<file path="config.mk">
export PLATFORM = sky130hd
export DESIGN_NAME = mod107_residue_accum
export DESIGN_NICKNAME = d
export VERILOG_FILES = /design/src/rtl/mod107_residue_accum.sv
export SDC_FILE = /design/constraint.sdc
export NUM_CORES = 1
export LEC_CHECK = 0
export CAP_MARGIN = 40
export CORE_MARGIN = 1.5
export CORE_UTILIZATION = 55
export DETAILED_ROUTE_END_ITERATION = 7
export GPL_TIMING_DRIVEN = 0
export MAX_ROUTING_LAYER = met4
export PLACE_DENSITY = 0.84
export RECOVER_POWER = 50
export SYNTH_ARGS = -nofsm -noshare
export SYNTH_HDL_FRONTEND = slang
export SYNTH_SLANG_ARGS = --single-unit
</file>
<file path="constraint.sdc">
create_clock -name clk -period 2.95 [get_ports clk]
set_input_delay 0.295 -clock clk [delete_from_list [all_inputs] [get_ports clk]]
set_output_delay 0.295 -clock clk [all_outputs]
set_load 0.01 [all_outputs]
</file>
<file path="src/rtl/mod107_residue_accum.sv">
// Sequential modulo-MOD accumulator: sums NUM_CHUNKS partial residues, one per handshake.
// Optional macro RES_CHECK_EN: range-check and correct each residue, raise sticky err.
module mod107_residue_accum #(
    parameter int MOD        = 107,
    parameter int RES_W      = 7,
    parameter int NUM_CHUNKS = 50
) (
    input  logic             clk,
    input  logic             rst_n,
    input  logic             start,
    input  logic             in_valid,
    output logic             in_ready,
    input  logic [RES_W-1:0] in_res,
    output logic             out_valid,
    input  logic             out_ready,
    output logic [RES_W-1:0] out_res,
    output logic             busy,
    output logic             err
);
    localparam int CNT_W = $clog2(NUM_CHUNKS + 1);
    localparam logic [RES_W:0] MOD_C = (RES_W + 1)'(MOD);
    localparam logic [CNT_W-1:0] LAST_C = CNT_W'(NUM_CHUNKS - 1);

    typedef enum logic [1:0] {IDLE, ACC, DONE} state_t;

    state_t           state_q;
    logic [RES_W-1:0] acc_q, acc_d;
    logic [RES_W-1:0] out_res_q;
    logic [CNT_W-1:0] cnt_q;
    logic             in_ready_q, out_valid_q, busy_q;
    logic [RES_W-1:0] res_c;
    logic [RES_W:0]   sum_c, red_c;
    logic             accept_c;

    assign accept_c = in_valid & in_ready_q;

`ifdef RES_CHECK_EN
    logic oor_c;
    logic err_q;
    assign oor_c = ({1'b0, in_res} >= MOD_C);
    assign res_c = oor_c ? RES_W'({1'b0, in_res} - MOD_C) : in_res;
    assign err   = err_q;
`else
    assign res_c = in_res;
    assign err   = 1'b0;
`endif

    // Both operands are below MOD, so one conditional subtract fully reduces.
    assign sum_c = {1'b0, acc_q} + {1'b0, res_c};
    assign red_c = sum_c - MOD_C;
    assign acc_d = (sum_c >= MOD_C) ? red_c[RES_W-1:0] : sum_c[RES_W-1:0];

    always_ff @(posedge clk or negedge rst_n) begin
        if (!rst_n) begin
            state_q     <= IDLE;
            acc_q       <= '0;
            cnt_q       <= '0;
            out_res_q   <= '0;
            in_ready_q  <= 1'b0;
            out_valid_q <= 1'b0;
            busy_q      <= 1'b0;
`ifdef RES_CHECK_EN
            err_q       <= 1'b0;
`endif
        end else begin
            case (state_q)
                IDLE: if (start) begin
                    state_q    <= ACC;
                    acc_q      <= '0;
                    cnt_q      <= '0;
                    in_ready_q <= 1'b1;
                    busy_q     <= 1'b1;
`ifdef RES_CHECK_EN
                    err_q      <= 1'b0;
`endif
                end
                ACC: if (accept_c) begin
                    acc_q <= acc_d;
`ifdef RES_CHECK_EN
                    if (oor_c) err_q <= 1'b1;
`endif
                    if (cnt_q == LAST_C) begin
                        state_q     <= DONE;
                        cnt_q       <= '0;
                        out_res_q   <= acc_d;
                        in_ready_q  <= 1'b0;
                        out_valid_q <= 1'b1;
                    end else begin
                        cnt_q <= cnt_q + 1'b1;
                    end
                end
                DONE: if (out_ready) begin
                    state_q     <= IDLE;
                    out_valid_q <= 1'b0;
                    busy_q      <= 1'b0;
                end
                default: state_q <= IDLE;
            endcase
        end
    end

    assign in_ready  = in_ready_q;
    assign out_valid = out_valid_q;
    assign out_res   = out_res_q;
    assign busy      = busy_q;
endmodule
</file>
### Word-level counts from Yosys, hierarchy flattened

Cells that the tools add are included.

| storage, ports and cells | value |
|---|---|
| register bits after elaboration | 25 |
| input bits | 12 |
| output and inout bits | 11 |
| logic and storage cells | 51 |

| operators by class | value |
|---|---|
| $add $sub $neg | 3 |
| magnitude comparators | 1 |
| eq/ne operators | 7 |
| muxes and demuxes | 22 |
| bitwise logic cells | 1 |
| reductions and logical operators | 10 |

Operator list:

| cell | count |
|---|---|
| 2-to-1 mux 7 bit | 3 |
| 2-to-1 mux 6 bit | 3 |
| case mux 7 bit (2 select lines) | 1 |
| case mux 6 bit (2 select lines) | 1 |
| AND reduction 4 bit | 3 |
| AND reduction 3 bit | 3 |
| adder 7 x 7 -> 8 bit | 1 |
| greater-or-equal comparator 8 x 7 -> 1 bit (second input constant) | 1 |
| 2-to-1 mux 2 bit | 4 |
| != test 2 bit (second input constant) | 4 |
| subtractor 7 bit (second input constant) | 1 |
| adder 6 x 1 -> 6 bit (second input constant) | 1 |
| == test 6 bit (second input constant) | 1 |
| 2-to-1 mux 1 bit | 6 |
| case mux 1 bit (2 select lines) | 3 |
| case mux 2 bit (3 select lines) | 1 |
| nonzero test 2 bit | 3 |
| == test 2 x 1 -> 1 bit (second input constant) | 1 |
| == test 2 bit (second input constant) | 1 |
| zero test 2 bit | 1 |
| AND 1 bit | 1 |

### Longest topological paths before layout

Gate-level depths: netlist (run 1).

| depth | value |
|---|---|
| word-level depth | 5 |
| depth in mapped cells | 9 |
| mapped depth without buffers | 8 |

### Least setup slack after synthesis (run 1)

OpenSTA, ideal clock, no wires.

| timing | value |
|---|---|
| path kind | register to register |
| start | register acc_q[0] |
| end | register acc_q[2] |
| setup time | 0.133 ns |
| arrival | 2.509 ns |
| data required time | 2.817 ns |
| setup slack | 0.308 ns |
| cell stages (with the launch flop) | 10 |
| path buffers | 1 |
| clock period less this slack | 2.642 ns |
| cells stage by stage | dfrtp_1 ha_1 fa_1 ha_1 or2_2 a32o_2 nand4b_4 buf_2 mux2i_1 nand4_1 |

| on the way | value |
|---|---|
| cells in the longest elaborated chain, start to end | 5 |
| elaborated cells between the ends (all ways) | 6 |
| classes of those cells | 2 x add/sub; 1 x order compare; 3 x mux |

Ends and longest elaborated chain:

| item | RTL line | RTL |
|---|---|---|
| start, declared | 27 | `logic [RES_W-1:0] acc_q, acc_d;` |
| start signal, assigned | 56 | `acc_q <= '0;` |
| start signal, assigned | 69 | `acc_q <= '0;` |
| start signal, assigned | 78 | `acc_q <= acc_d;` |
| adder 7 x 7 -> 8 bit (*) | 49 | `assign sum_c = {1'b0, acc_q} + {1'b0, res_c};` |
| subtractor 7 bit / greater-or-equal comparator 8 x 7 -> 1 bit (equally long branches) | 50, 51 |  |
| 2-to-1 mux 7 bit (*) | 51 | `assign acc_d = (sum_c >= MOD_C) ? red_c[RES_W-1:0] : sum_c[RES_W-1:0];` |
| 2-to-1 mux 7 bit (*) | 77 | `ACC: if (accept_c) begin` |
| case mux 7 bit (2 select lines) (*) | 66 | `case (state_q)` |

Mark *: on every way between the ends. The rest lies on a longest branch, timed or not. The select of a mux whose other input is x is not followed.
A chain may end at the register's enable or synchronous reset.

### Worst setup path in the final report (run 1)

| timing | value |
|---|---|
| start | input port in_res[0] |
| end | register acc_q[2] |

| on the way | value |
|---|---|
| cells in the longest elaborated chain, start to end | 5 |
| elaborated cells between the ends (all ways) | 6 |
| classes of those cells | 2 x add/sub; 1 x order compare; 3 x mux |

Ends and longest elaborated chain:

| item | RTL line | RTL |
|---|---|---|
| start, declared | 13 | `input logic [RES_W-1:0] in_res,` |
| adder 7 x 7 -> 8 bit (*) | 49 |  |
| subtractor 7 bit / greater-or-equal comparator 8 x 7 -> 1 bit (equally long branches) | 50, 51 |  |
| 2-to-1 mux 7 bit (*) | 51 |  |
| 2-to-1 mux 7 bit (*) | 77 |  |
| case mux 7 bit (2 select lines) (*) | 66 |  |

Marked as above.

==> impl_summary.txt, run 1 <==
----------------------------------------------------
[Global routing]
  Vias in the first global route ... 1444
  Aggregate global-route resource usage ... a little under a quarter
  Total congestion overflow after global routing ... 0
  Wire length of the first global-routing pass ... between 6000 and 7000 um
  Maximum number of pins on one net before global-route repair ... 19
  Antenna violations before repair ... 0

[Critical path]
  Standard cell with the maximum stage delay on the critical path ... sky130_fd_sc_hd__fa_2
  Cells along the critical path ... clkdlybuf4s50_1 -> ha_1 -> fa_2 -> ha_1 -> or2_2 -> a32o_2 -> nand4b_4 -> buf_4 -> mux2i_1 -> nand4_1
  Most frequent CP cell ... sky130_fd_sc_hd__ha_1
  Req. time, crit path ... 3170 ps
  Crit path max fanout ... 10
  Crit path kind ... in -> reg
  Critical path's largest stage delay ... 500 ps
  Data arrival time of the worst path ... between 2000 and 3000 ps
  Startpoint types ... input port
  Nature of the critical path endpoint ... flip-flop

[Route]
  Post-Route WL ... 3770 um
  Drt first-iter violations ... between 100 and 150
  Number of vias in the routed layout ... 1583
  Number of design rule violations left after detail routing ... 0
  DR WL/cell ... approximately 14 um
  Vias per cell ... roughly 5.8
  First-pass iteration count of the detailed router ... 4
  Remaining number of nets flagged by the antenna check after routing ... 0

[Worst hold path]
  Hold WC Path Type ... in -> async

[Layout]
  Fraction of final layout cells with drive strength greater than 1 ... 8.33%
  Fin cells ... around 270
  Post-layout net count ... ~250
  Diodes inserted ... 0
  Area grow syn2layout ... 17.0%
  Post-Route Utilization ... 68.0%
  Area taken by multi-input logic gates ... 0.00110 mm^2
  Filler Cell Count ... 260
  Storage cell area ... between 600 and 700 um^2

[Synth]
  Gate count after technology mapping ... 202
  Number of warnings issued by yosys ... 0
  Sequential share of the synthesized area ... between 30% and 40%
  Area of the mapped netlist ... about 0.0018 mm^2
  Number of enable flip-flop cells after synthesis ... 0
  Post-synth ARST share ... between 90% and 100%
  Count of different cell masters after synthesis ... 52
  Avg Cell Area, Syn ... 8.78 um^2
  Synthesis-stage register bit count ... 25
  Synthesized net count ... roughly 230
  Leading register cell type out of synthesis ... sky130_fd_sc_hd__dfrtp_1

[Die]
  Starting Density ... around three fifths
  Floorplan die width ... roughly 60 um
  Number of top-level pins ... 23
  Total Die Area ... 0.00358 mm^2
  Number of rows in the core area ... 20
  Floorplan die height ... 59.8 um
  Core area ... roughly 0.0031 mm^2

[Clock tree]
  Setup Fix Bufs, Post-CTS ... 0
  Post-CTS Resized ... 0
  Clk Latency, worst-skew pair ... ~320 ps
  Clock root cell ... sky130_fd_sc_hd__clkbuf_4
  Number of buffers created by CTS ... 3
  Buffer depth of the longest clock path ... 2
  Depth of the CTS H-tree ... 1
  CTS tree ... done
  Hold-fix buffer count after cts ... 0
  Count of clock tree sinks ... 25
  Clock slew at reported path FFs ... roughly 140 ps

[Timing]
  Number of pins exceeding their max-slew limit in the final report ... 0
  Final hold slack ... approximately 300 ps
  Setup TNS Final ... 0 ps
  Final clock period utilization by the worst path ... around 94%
  Final setup margin ... around 180 ps
  Worst-margin pin slew ... 946 ps
  Count of endpoints failing hold in the final timing report ... 0
  Minimum clock period ... between 2000 and 3000 ps
  Setup Viol. Count Final ... 0
  Slew headroom ... 36.9%
  Setup repair after global routing missed its margin ... false
  Worst setup skew after layout ... around 9.7 ps
  Top achievable clock speed ... around 0.36 GHz

[Placement]
  Cells after DPL ... 268
  GPL Wtd Cong ... about 0.96
  IO buf count ... 21
  Post-Place Setup Slack ... -231 ps
  Final HPWL DP ... about 2900 um

[Power]
  Total power density per cell area ... 1060 mW/mm^2
  Peak supply drop ... roughly 450 uV
  Leak ... roughly 0.00092 uW

[Run status]
  Result of the run ... completed

[Job]
  Maximum capacitance violations ... 0

----------------------------------------------------
[flip-flops by register name, indices dropped and copies added (netlist names)]
signal	cells
acc_q	7
out_res	7
cnt_q	6
state_q	2
busy	1
in_ready	1
out_valid	1
[per-layer routing]
| layer | vias up | routed length [um] | track usage [%] |
|---|---|---|---|
| met5 | - | 0 | - |
| met4 | 0 | 18 | 5.71 |
| met3 | 2 | 163 | 2.16 |
| met2 | 39 | 1770 | 38.2 |
| met1 | 731 | 1820 | 32.6 |
| li1 | 811 | - | - |
[placed cells by master, fill, tap and decap left out, types with 4 or more instances in the layout]
master	instances
sky130_fd_sc_hd__nand3b_1	4
sky130_fd_sc_hd__nor3_1	4
sky130_fd_sc_hd__nand3_1	16
sky130_fd_sc_hd__dfrtp_1	25
sky130_fd_sc_hd__nand4_1	7
sky130_fd_sc_hd__clkdlybuf4s50_1	18
sky130_fd_sc_hd__a21oi_1	5
sky130_fd_sc_hd__ha_1	10
sky130_fd_sc_hd__o21ai_0	12
sky130_fd_sc_hd__nand2_1	25
sky130_fd_sc_hd__nor2_1	17
sky130_fd_sc_hd__a21o_1	5
sky130_fd_sc_hd__clkbuf_1	4
sky130_fd_sc_hd__o21bai_1	4
[stage by stage]
step	cell area (um^2)	total power, uW
floorplan	1770	1660
global placement	2040	2010
detailed placement	2070	2030
CTS	2090	2200
global route	2080	2410
finish	2080	2200
[where the power goes]
| part | internal (uW) | switching [uW] | total [uW] |
|---|---|---|---|
| logic | 639 | 820 | 1460 |
| registers | 479 | 108 | 587 |
| clock network | 50.7 | 104 | 155 |
[logic make-up after synthesis]
logic type | after synthesis | synth area share [%]
xor gates and xnor gates | 1 | 0.917
other | 1 | 0.211
muxes | 4 | 2.33
buffers and inverters | 10 | 2.61
AOI/OAI and AO/OA | 52 | 21.1
DFF | 25 | 35.3
adders and majority gates | 11 | 8.18
and+or+nand+nor | 98 | 29.4
[final cells by class]
| cell class | instances | area share [%] |
|---|---|---|
| Multi-Input combinational cell | 167 | 53.2 |
| Sequential cell | 25 | 30.1 |
| Timing Repair Buffer | 22 | 10.3 |
| Tap cell | 44 | 2.65 |
| Buffer | 8 | 1.99 |
| Clock buffer | 3 | 1.08 |
| Inverter | 2 | 0.362 |
| Clock inverter | 1 | 0.241 |
[worst max-delay path, delay by kind of cell]
family                     cells  cell delay [ps]
adders and majority gates      3              960
buffers and inverters          2              650
and+or+nand+nor                3              570
AOI/OAI and AO/OA              1              300
muxes                          1              190
[path summary, 6_finish.rpt]
check                      slack, ps        from          to  cells after the start
max                              180   in_res[0]    acc_q[2]                     10
min                              310       rst_n    in_ready                      1
max reg2reg                      220    acc_q[0]    acc_q[2]                      9
min reg2reg                      490  out_res[1]  out_res[1]                      2
max in group asynchronous       1480       rst_n    cnt_q[5]                      2
min in group clk                 490  out_res[1]  out_res[1]                      2
[cell usage after synthesis (2+ instances only)]
cell type | instances | area share, %
sky130_fd_sc_hd__ha_1 | 10 | 7.1
sky130_fd_sc_hd__o21bai_1 | 4 | 1.7
sky130_fd_sc_hd__nand2_1 | 25 | 5.3
sky130_fd_sc_hd__nor3_1 | 4 | 1.1
sky130_fd_sc_hd__a21o_1 | 5 | 2.1
sky130_fd_sc_hd__nand3b_1 | 4 | 1.7
sky130_fd_sc_hd__or2_1 | 3 | 1.1
sky130_fd_sc_hd__nor2_1 | 17 | 3.6
sky130_fd_sc_hd__or3b_1 | 2 | 0.99
sky130_fd_sc_hd__a211o_1 | 3 | 1.5
sky130_fd_sc_hd__mux2i_1 | 3 | 1.7
sky130_fd_sc_hd__nand4_1 | 7 | 2.5
sky130_fd_sc_hd__o21a_1 | 2 | 0.85
sky130_fd_sc_hd__nor3b_1 | 2 | 0.85
sky130_fd_sc_hd__nand2b_1 | 3 | 1.1
sky130_fd_sc_hd__and3_1 | 2 | 0.71
sky130_fd_sc_hd__inv_1 | 2 | 0.42
sky130_fd_sc_hd__a211oi_1 | 2 | 0.85
sky130_fd_sc_hd__o31ai_1 | 3 | 1.3
sky130_fd_sc_hd__o22ai_1 | 2 | 0.71
sky130_fd_sc_hd__or3_1 | 2 | 0.71
sky130_fd_sc_hd__o21ai_0 | 12 | 3.4
sky130_fd_sc_hd__nand3_1 | 16 | 4.5
sky130_fd_sc_hd__dfrtp_1 | 25 | 35
sky130_fd_sc_hd__o21ai_1 | 2 | 0.56
sky130_fd_sc_hd__buf_2 | 4 | 1.1
sky130_fd_sc_hd__or2_2 | 3 | 1.1
sky130_fd_sc_hd__nor4b_1 | 2 | 0.99
sky130_fd_sc_hd__nor2b_1 | 2 | 0.71
sky130_fd_sc_hd__a21oi_1 | 5 | 1.4
sky130_fd_sc_hd__clkbuf_1 | 3 | 0.63
(Power assumes the default switching activity.)
==> run 2: changes to the inputs <==
--- a/config.mk
+++ b/config.mk
@@ -8,8 +8,8 @@
 export CAP_MARGIN = 40
 export CORE_MARGIN = 1.5
 export CORE_UTILIZATION = 55
+export CTS_CLUSTER_DIAMETER = 60
 export DETAILED_ROUTE_END_ITERATION = 7
-export GPL_TIMING_DRIVEN = 0
 export MAX_ROUTING_LAYER = met4
 export PLACE_DENSITY = 0.84
 export RECOVER_POWER = 50
==> run 2 against run 1 <==
Count of clock-buffer cells in the layout stayed put. Critical path type is now reg -> reg. Power rose by 5.1%. Critical endpoint is now out_res[2]. Routed wire length grew 9.4%. Worst hold slack improved by 190 ps. Sequential power rose by 1%. Global-route usage grew 2.2 points.
==> impl_summary.txt, run 2 (synthesized netlist as in run 1, its figures left out) <==
----------------------------------------------------
[Global routing]
  Total congestion overflow after global routing ... 0
  Antenna violations before repair ... 0
  Vias in the first global route ... roughly 1.6k
  Maximum number of pins on one net before global-route repair ... 26
  Aggregate global-route resource usage ... 26.0%
  Wire length of the first global-routing pass ... approximately 7000 um

[Worst hold path]
  Hold endpoint ... out_valid
  Worst hold path depth ... 2
  Hold WC Path Type ... reg -> reg
  Start point of the worst min-delay path ... out_valid

[Timing]
  Setup Viol. Count Final ... 0
  Worst-margin pin slew ... 1380 ps
  Minimum clock period ... approximately 2700 ps
  Top achievable clock speed ... ~0.37 GHz
  Setup repair after global routing missed its margin ... false
  Number of pins exceeding their max-slew limit in the final report ... 0
  Slew headroom ... approximately 8.2%
  Worst setup skew after layout ... just over 9 ps
  Final clock period utilization by the worst path ... between 90 and 100%
  Setup TNS Final ... 0 ps
  Count of endpoints failing hold in the final timing report ... 0

[Placement]
  Final HPWL DP ... 3140 um
  GPL Wtd Cong ... just over 0.9
  IO buf count ... 21

[Power]
  Net switching fraction of the power ... 46.8%
  Internal power consumption ... ~1200 uW
  Gate power share ... 67.2%
  Total power density per cell area ... 1100 mW/mm^2
  Register share of total power ... between 20% and 30%
  Leak ... 0.000931 uW
  Proportion of power drawn by the clock network ... approximately 7%
  Overall power consumption ... roughly 2300 uW
  Peak supply drop ... around 570 uV
  Reported net switching power ... about 1100 uW

[Critical path]
  FF-to-FF Start ... acc_q[0]
  Data arrival time of the worst path ... 2950 ps
  Crit path kind ... reg -> reg
  Worst Reg2Reg Path Length in Cells ... 9
  Critical path's largest stage delay ... around 430 ps
  Crit path max fanout ... 10
  Standard cell with the maximum stage delay on the critical path ... sky130_fd_sc_hd__fa_1
  Reg-to-reg slack, setup ... ~270 ps
  R2R Path End ... out_res[2]
  Nature of the critical path endpoint ... flip-flop
  Req. time, crit path ... 3220 ps
  Cells along the critical path ... ha_1 -> fa_1 -> a211oi_1 -> or2_1 -> a211oi_2 -> nand4b_4 -> buf_4 -> or3_1 -> nand3_1
  Startpoint types ... flip-flop

[Layout]
  Fraction of final layout cells with drive strength greater than 1 ... 9.21%
  Post-layout net count ... 252
  Filler Cell Count ... 259
  Diodes inserted ... 0
  Area grow syn2layout ... 18.1%
  Commonest non-fill, non-tap cells in the layout ... sky130_fd_sc_hd__nand2_1, sky130_fd_sc_hd__dfrtp_1, sky130_fd_sc_hd__clkdlybuf4s50_1

[Job]
  Maximum capacitance violations ... 0

[Clock tree]
  Depth of the CTS H-tree ... 1
  Count of clock tree sinks ... 25
  Number of buffers created by CTS ... 3
  Clock root cell ... sky130_fd_sc_hd__clkbuf_4
  Post-CTS Resized ... 0
  Clk Latency, worst-skew pair ... ~330 ps
  Setup Fix Bufs, Post-CTS ... 0
  CTS tree ... done
  Buffer depth of the longest clock path ... 2
  Clock slew at reported path FFs ... around 150 ps
  Hold-fix buffer count after cts ... 0

[Die]
  Number of rows in the core area ... 20
  Floorplan die width ... roughly 60 um
  Total Die Area ... about 0.0036 mm^2
  Floorplan die height ... between 50 and 60 um
  Number of top-level pins ... 23
  Starting Density ... roughly three fifths
  Core area ... 0.00305 mm^2

[Route]
  Highest layer used for signal routing ... met4
  Sum of met2 wire segment lengths after detailed routing ... roughly 2100 um
  Drt first-iter violations ... 91
  Vias per cell ... a little under 6
  Routed length on met3 ... approximately 100 um
  DR WL/cell ... about 15 um
  Post-Route WL ... between 4000 and 5000 um
  Number of design rule violations left after detail routing ... 0
  Number of vias in the routed layout ... around 1.6k
  First-pass iteration count of the detailed router ... 4
  Wire length on met1 ... about 1900 um
  Remaining number of nets flagged by the antenna check after routing ... 0

[Run status]
  Result of the run ... completed

----------------------------------------------------
-- run 2: worst max path at each step --
stage / start / to / slack [ps] / cells past startpoint
after floorplan: acc_q[0] / acc_q[2] / 310 / 9
after global placement: in_res[0] / out_res[6] / 60 / 9
after detailed placement: in_res[0] / acc_q[3] / -40 / 10
after CTS: acc_q[0] / out_res[2] / 280 / 9
after global routing: acc_q[0] / out_res[2] / 120 / 9
final: acc_q[0] / out_res[2] / 270 / 9
-- run 2: area by class of cell --
type                            count  area, um^2  share of cell area (%)
Clock inverter                      1        7.51                   0.358
Sequential cell                    25         626                    29.9
Timing Repair Buffer               30         274                    13.1
Inverter                            2        7.51                   0.358
Multi-Input combinational cell    167        1100                    52.6
Clock buffer                        3        22.5                    1.08
Tap cell                           44        55.1                    2.63
-- run 2: critical path: cells and delay by family (launching register included) --
kind | cells | cell delay (ps)
AO/OA/AOI/OAI | 2 | 430
buffers and inverters | 1 | 220
adder cells (fa/ha/maj) | 2 | 650
AND/OR/NAND/NOR | 4 | 900
flip-flops | 1 | 420
-- run 2: through the flow --
step / instance area [um^2] / utilization [%] / hold WS, ps / std cells / setup slack [ps]
2_1_floorplan: 1770 / - / -0.591 / 202 / 308
3_3_place_gp: 2070 / 67.7 / 457 / 268 / 60.8
3_5_place_dp: 2070 / 67.7 / 475 / 268 / -38.6
4_1_cts: 2100 / 68.7 / 308 / 272 / 280
5_1_grt: 2090 / 68.6 / 547 / 272 / 116
6_report: 2090 / 68.6 / 500 / 272 / 274
-- run 2: routing by layer --
metal | vias to the layer above | GRT usage, %
met3 | 4 | 2.81
met4 | 0 | 10.5
met1 | 768 | 32.3
li1 | 804 | -
met5 | - | -
met2 | 38 | 43.2
-- run 2: power groups by stage --
| stage | clock network (uW) | registers (uW) | logic (uW) |
|---|---|---|---|
| final | 165 | 593 | 1550 |
| after global routing | 179 | 612 | 1720 |
| after global placement | 0 | 592 | 1460 |
| after floorplan | 0 | 594 | 1060 |
| after detailed placement | 0 | 600 | 1530 |
| after CTS | 167 | 593 | 1540 |
==> run 3: changes to the inputs <==
--- a/config.mk
+++ b/config.mk
@@ -6,13 +6,14 @@
 export NUM_CORES = 1
 export LEC_CHECK = 0
 export CAP_MARGIN = 40
-export CORE_MARGIN = 1.5
+export CORE_MARGIN = 5
 export CORE_UTILIZATION = 55
 export CTS_CLUSTER_DIAMETER = 60
 export DETAILED_ROUTE_END_ITERATION = 7
 export MAX_ROUTING_LAYER = met4
 export PLACE_DENSITY = 0.84
 export RECOVER_POWER = 50
+export SLEW_MARGIN = 20
 export SYNTH_ARGS = -nofsm -noshare
 export SYNTH_HDL_FRONTEND = slang
 export SYNTH_SLANG_ARGS = --single-unit
==> run 3 against run 2 <==
Clock power is 7% lower. Design area is 0.18% lower. Power up 0.37%. First-iteration DRC count is 14% higher. Worst setup slack improved by 46 ps. Die area rose by 25%. Critical endpoint is now acc_q[3]. Worst hold slack worse by 11 ps. Register-to-register slack better by 50 ps. Clock skew is 6.9 ps lower. Core utilization shrank 0.68 points. Flip-flop and latch count unchanged. Maximum frequency grew 1.7%.
==> impl_summary.txt, run 3 (synthesized netlist as in run 1, its figures left out) <==
----------------------------------------------------
[Die]
  Floorplan die height ... about 67 um
  Number of rows in the core area ... 20
  Number of top-level pins ... 23
  Core area ... 0.00308 mm^2
  Floorplan die width ... approximately 67 um
  Total Die Area ... 0.00446 mm^2
  Starting Density ... between 50% and 60%

[Route]
  Remaining number of nets flagged by the antenna check after routing ... 0
  DR WL/cell ... approximately 15 um
  Number of vias in the routed layout ... between 1.5k and 2k
  Routed length on met3 ... 172 um
  Number of design rule violations left after detail routing ... 0
  Drt first-iter violations ... 104
  Wire length on met1 ... ~1800 um
  Highest layer used for signal routing ... met4
  Post-Route WL ... approximately 4100 um
  Sum of met2 wire segment lengths after detailed routing ... 2050 um
  Vias per cell ... 6.06
  First-pass iteration count of the detailed router ... 5

[Clock tree]
  Count of clock tree sinks ... 25
  Depth of the CTS H-tree ... 1
  Post-CTS Resized ... 0
  Hold-fix buffer count after cts ... 0
  Buffer depth of the longest clock path ... 2
  Number of buffers created by CTS ... 3
  Clock root cell ... sky130_fd_sc_hd__clkbuf_4
  Setup Fix Bufs, Post-CTS ... 0
  Clk Latency, worst-skew pair ... 310 ps
  Clock slew at reported path FFs ... about 130 ps
  CTS tree ... done

[Critical path]
  Reg-to-reg slack, setup ... approximately 320 ps
  Req. time, crit path ... around 3200 ps
  Critical Path Start ... acc_q[0]
  Top cell family by delay on the critical path ... adder cells
  FF-to-FF Start ... acc_q[0]
  Startpoint types ... flip-flop
  WP depth ... 8
  Worst Reg2Reg Path Length in Cells ... 8
  Data arrival time of the worst path ... about 2800 ps
  Most frequent CP cell ... sky130_fd_sc_hd__ha_1
  Critical path's largest stage delay ... between 400 and 500 ps
  End of the critical path ... acc_q[3]
  Nature of the critical path endpoint ... flip-flop
  R2R Path End ... acc_q[3]
  Crit path max fanout ... 6
  Crit path kind ... reg -> reg
  Number of buffers and inverters on the critical path ... 0
  Cells along the critical path ... ha_1 -> fa_1 -> ha_1 -> or2_2 -> a32o_2 -> nand4b_4 -> nor2_1 -> a2111o_1
  Standard cell with the maximum stage delay on the critical path ... sky130_fd_sc_hd__fa_1

[Timing]
  Number of pins exceeding their max-slew limit in the final report ... 0
  Final clock period utilization by the worst path ... 89.2%
  Worst setup skew after layout ... 2.13 ps
  Setup Viol. Count Final ... 0
  Slew headroom ... under 10%
  Setup TNS Final ... 0 ps
  Minimum clock period ... between 2000 and 3000 ps
  Top achievable clock speed ... 0.380 GHz
  Count of endpoints failing hold in the final timing report ... 0
  Setup repair after global routing missed its margin ... false
  Worst-margin pin slew ... 1360 ps

[Layout]
  Area grow syn2layout ... 17.8%
  Post-layout net count ... 252
  Fraction of final layout cells with drive strength greater than 1 ... under 10%
  Commonest non-fill, non-tap cells in the layout ... sky130_fd_sc_hd__nand2_1, sky130_fd_sc_hd__dfrtp_1, sky130_fd_sc_hd__clkdlybuf4s50_1
  Final design instance area without fill ... 0.00209 mm^2
  Diodes inserted ... 0

[Placement]
  Final HPWL DP ... about 3200 um
  Dpl cell area ... between 0.002 and 0.0025 mm^2
  IO buf count ... 21
  GPL Wtd Cong ... 0.889

[Power]
  Total power density per cell area ... roughly 1100 mW/mm^2
  Leak ... 0.000933 uW
  Peak supply drop ... approximately 480 uV
  Overall power consumption ... 2320 uW

[Worst hold path]
  Worst hold path depth ... 2
  Hold WC Path Type ... reg -> reg

[Global routing]
  Aggregate global-route resource usage ... 21.0%
  Maximum number of pins on one net before global-route repair ... 26
  Antenna violations before repair ... 0
  Total congestion overflow after global routing ... 0
  Vias in the first global route ... roughly 1.6k
  Wire length of the first global-routing pass ... just over 7000 um

[Run status]
  Result of the run ... completed

[Job]
  Maximum capacitance violations ... 0

----------------------------------------------------
## run 3: worst min path at each step
| stage | startpoint | end | slack [ps] |
|---|---|---|---|
| 3_5_place_dp | out_res[4] | out_res[4] | 470 |
| 4_1_cts | rst_n | acc_q[2] | 330 |
| 3_3_place_gp | out_valid | out_valid | 460 |
| 2_1_floorplan | rst_n | acc_q[0] | -0.6 |
| 6_report | out_res[4] | out_res[4] | 490 |
| 5_1_grt | out_valid | out_valid | 520 |
## run 3: layout make-up
cell class,count,area (um^2)
clock buffers,4,26.3
fillers,263,987
inverters,2,7.51
multi-input cells,167,1100
flip-flops and latches,25,626
well taps,44,55.1
repair buffers,30,274
## run 3: power breakdown
part	leakage, uW	switching, uW	internal [uW]
clock	0.0000150	101	52.8
combinational	0.000611	859	715
sequential	0.000307	114	480
## run 3: stage by stage
step / hold slack, ps / setup WS [ps] / utilization [%] / std cells
final: 489 / 320 / 67.9 / 272
after global routing: 523 / 199 / 67.9 / 272
after global placement: 457 / 57.1 / 67.2 / 268
after floorplan: -0.591 / 308 / - / 202
after CTS: 326 / 306 / 68.0 / 272
after detailed placement: 470 / -1.80 / 67.2 / 268
## run 3: layer usage
metal  vias up  GRT usage [%]
met1       787           25.1
li1        803              -
met4         0           8.63
met2        49           36.5
met5         -              -
met3        10           1.85
## run 3: worst reg2reg max path, stage by stage, from the launching register on
cell,delay [ps]
sky130_fd_sc_hd__dfrtp_1,420
sky130_fd_sc_hd__ha_1,230
sky130_fd_sc_hd__fa_1,490
sky130_fd_sc_hd__ha_1,240
sky130_fd_sc_hd__or2_2,310
sky130_fd_sc_hd__a32o_2,300
sky130_fd_sc_hd__nand4b_4,140
sky130_fd_sc_hd__nor2_1,70
sky130_fd_sc_hd__a2111o_1,340
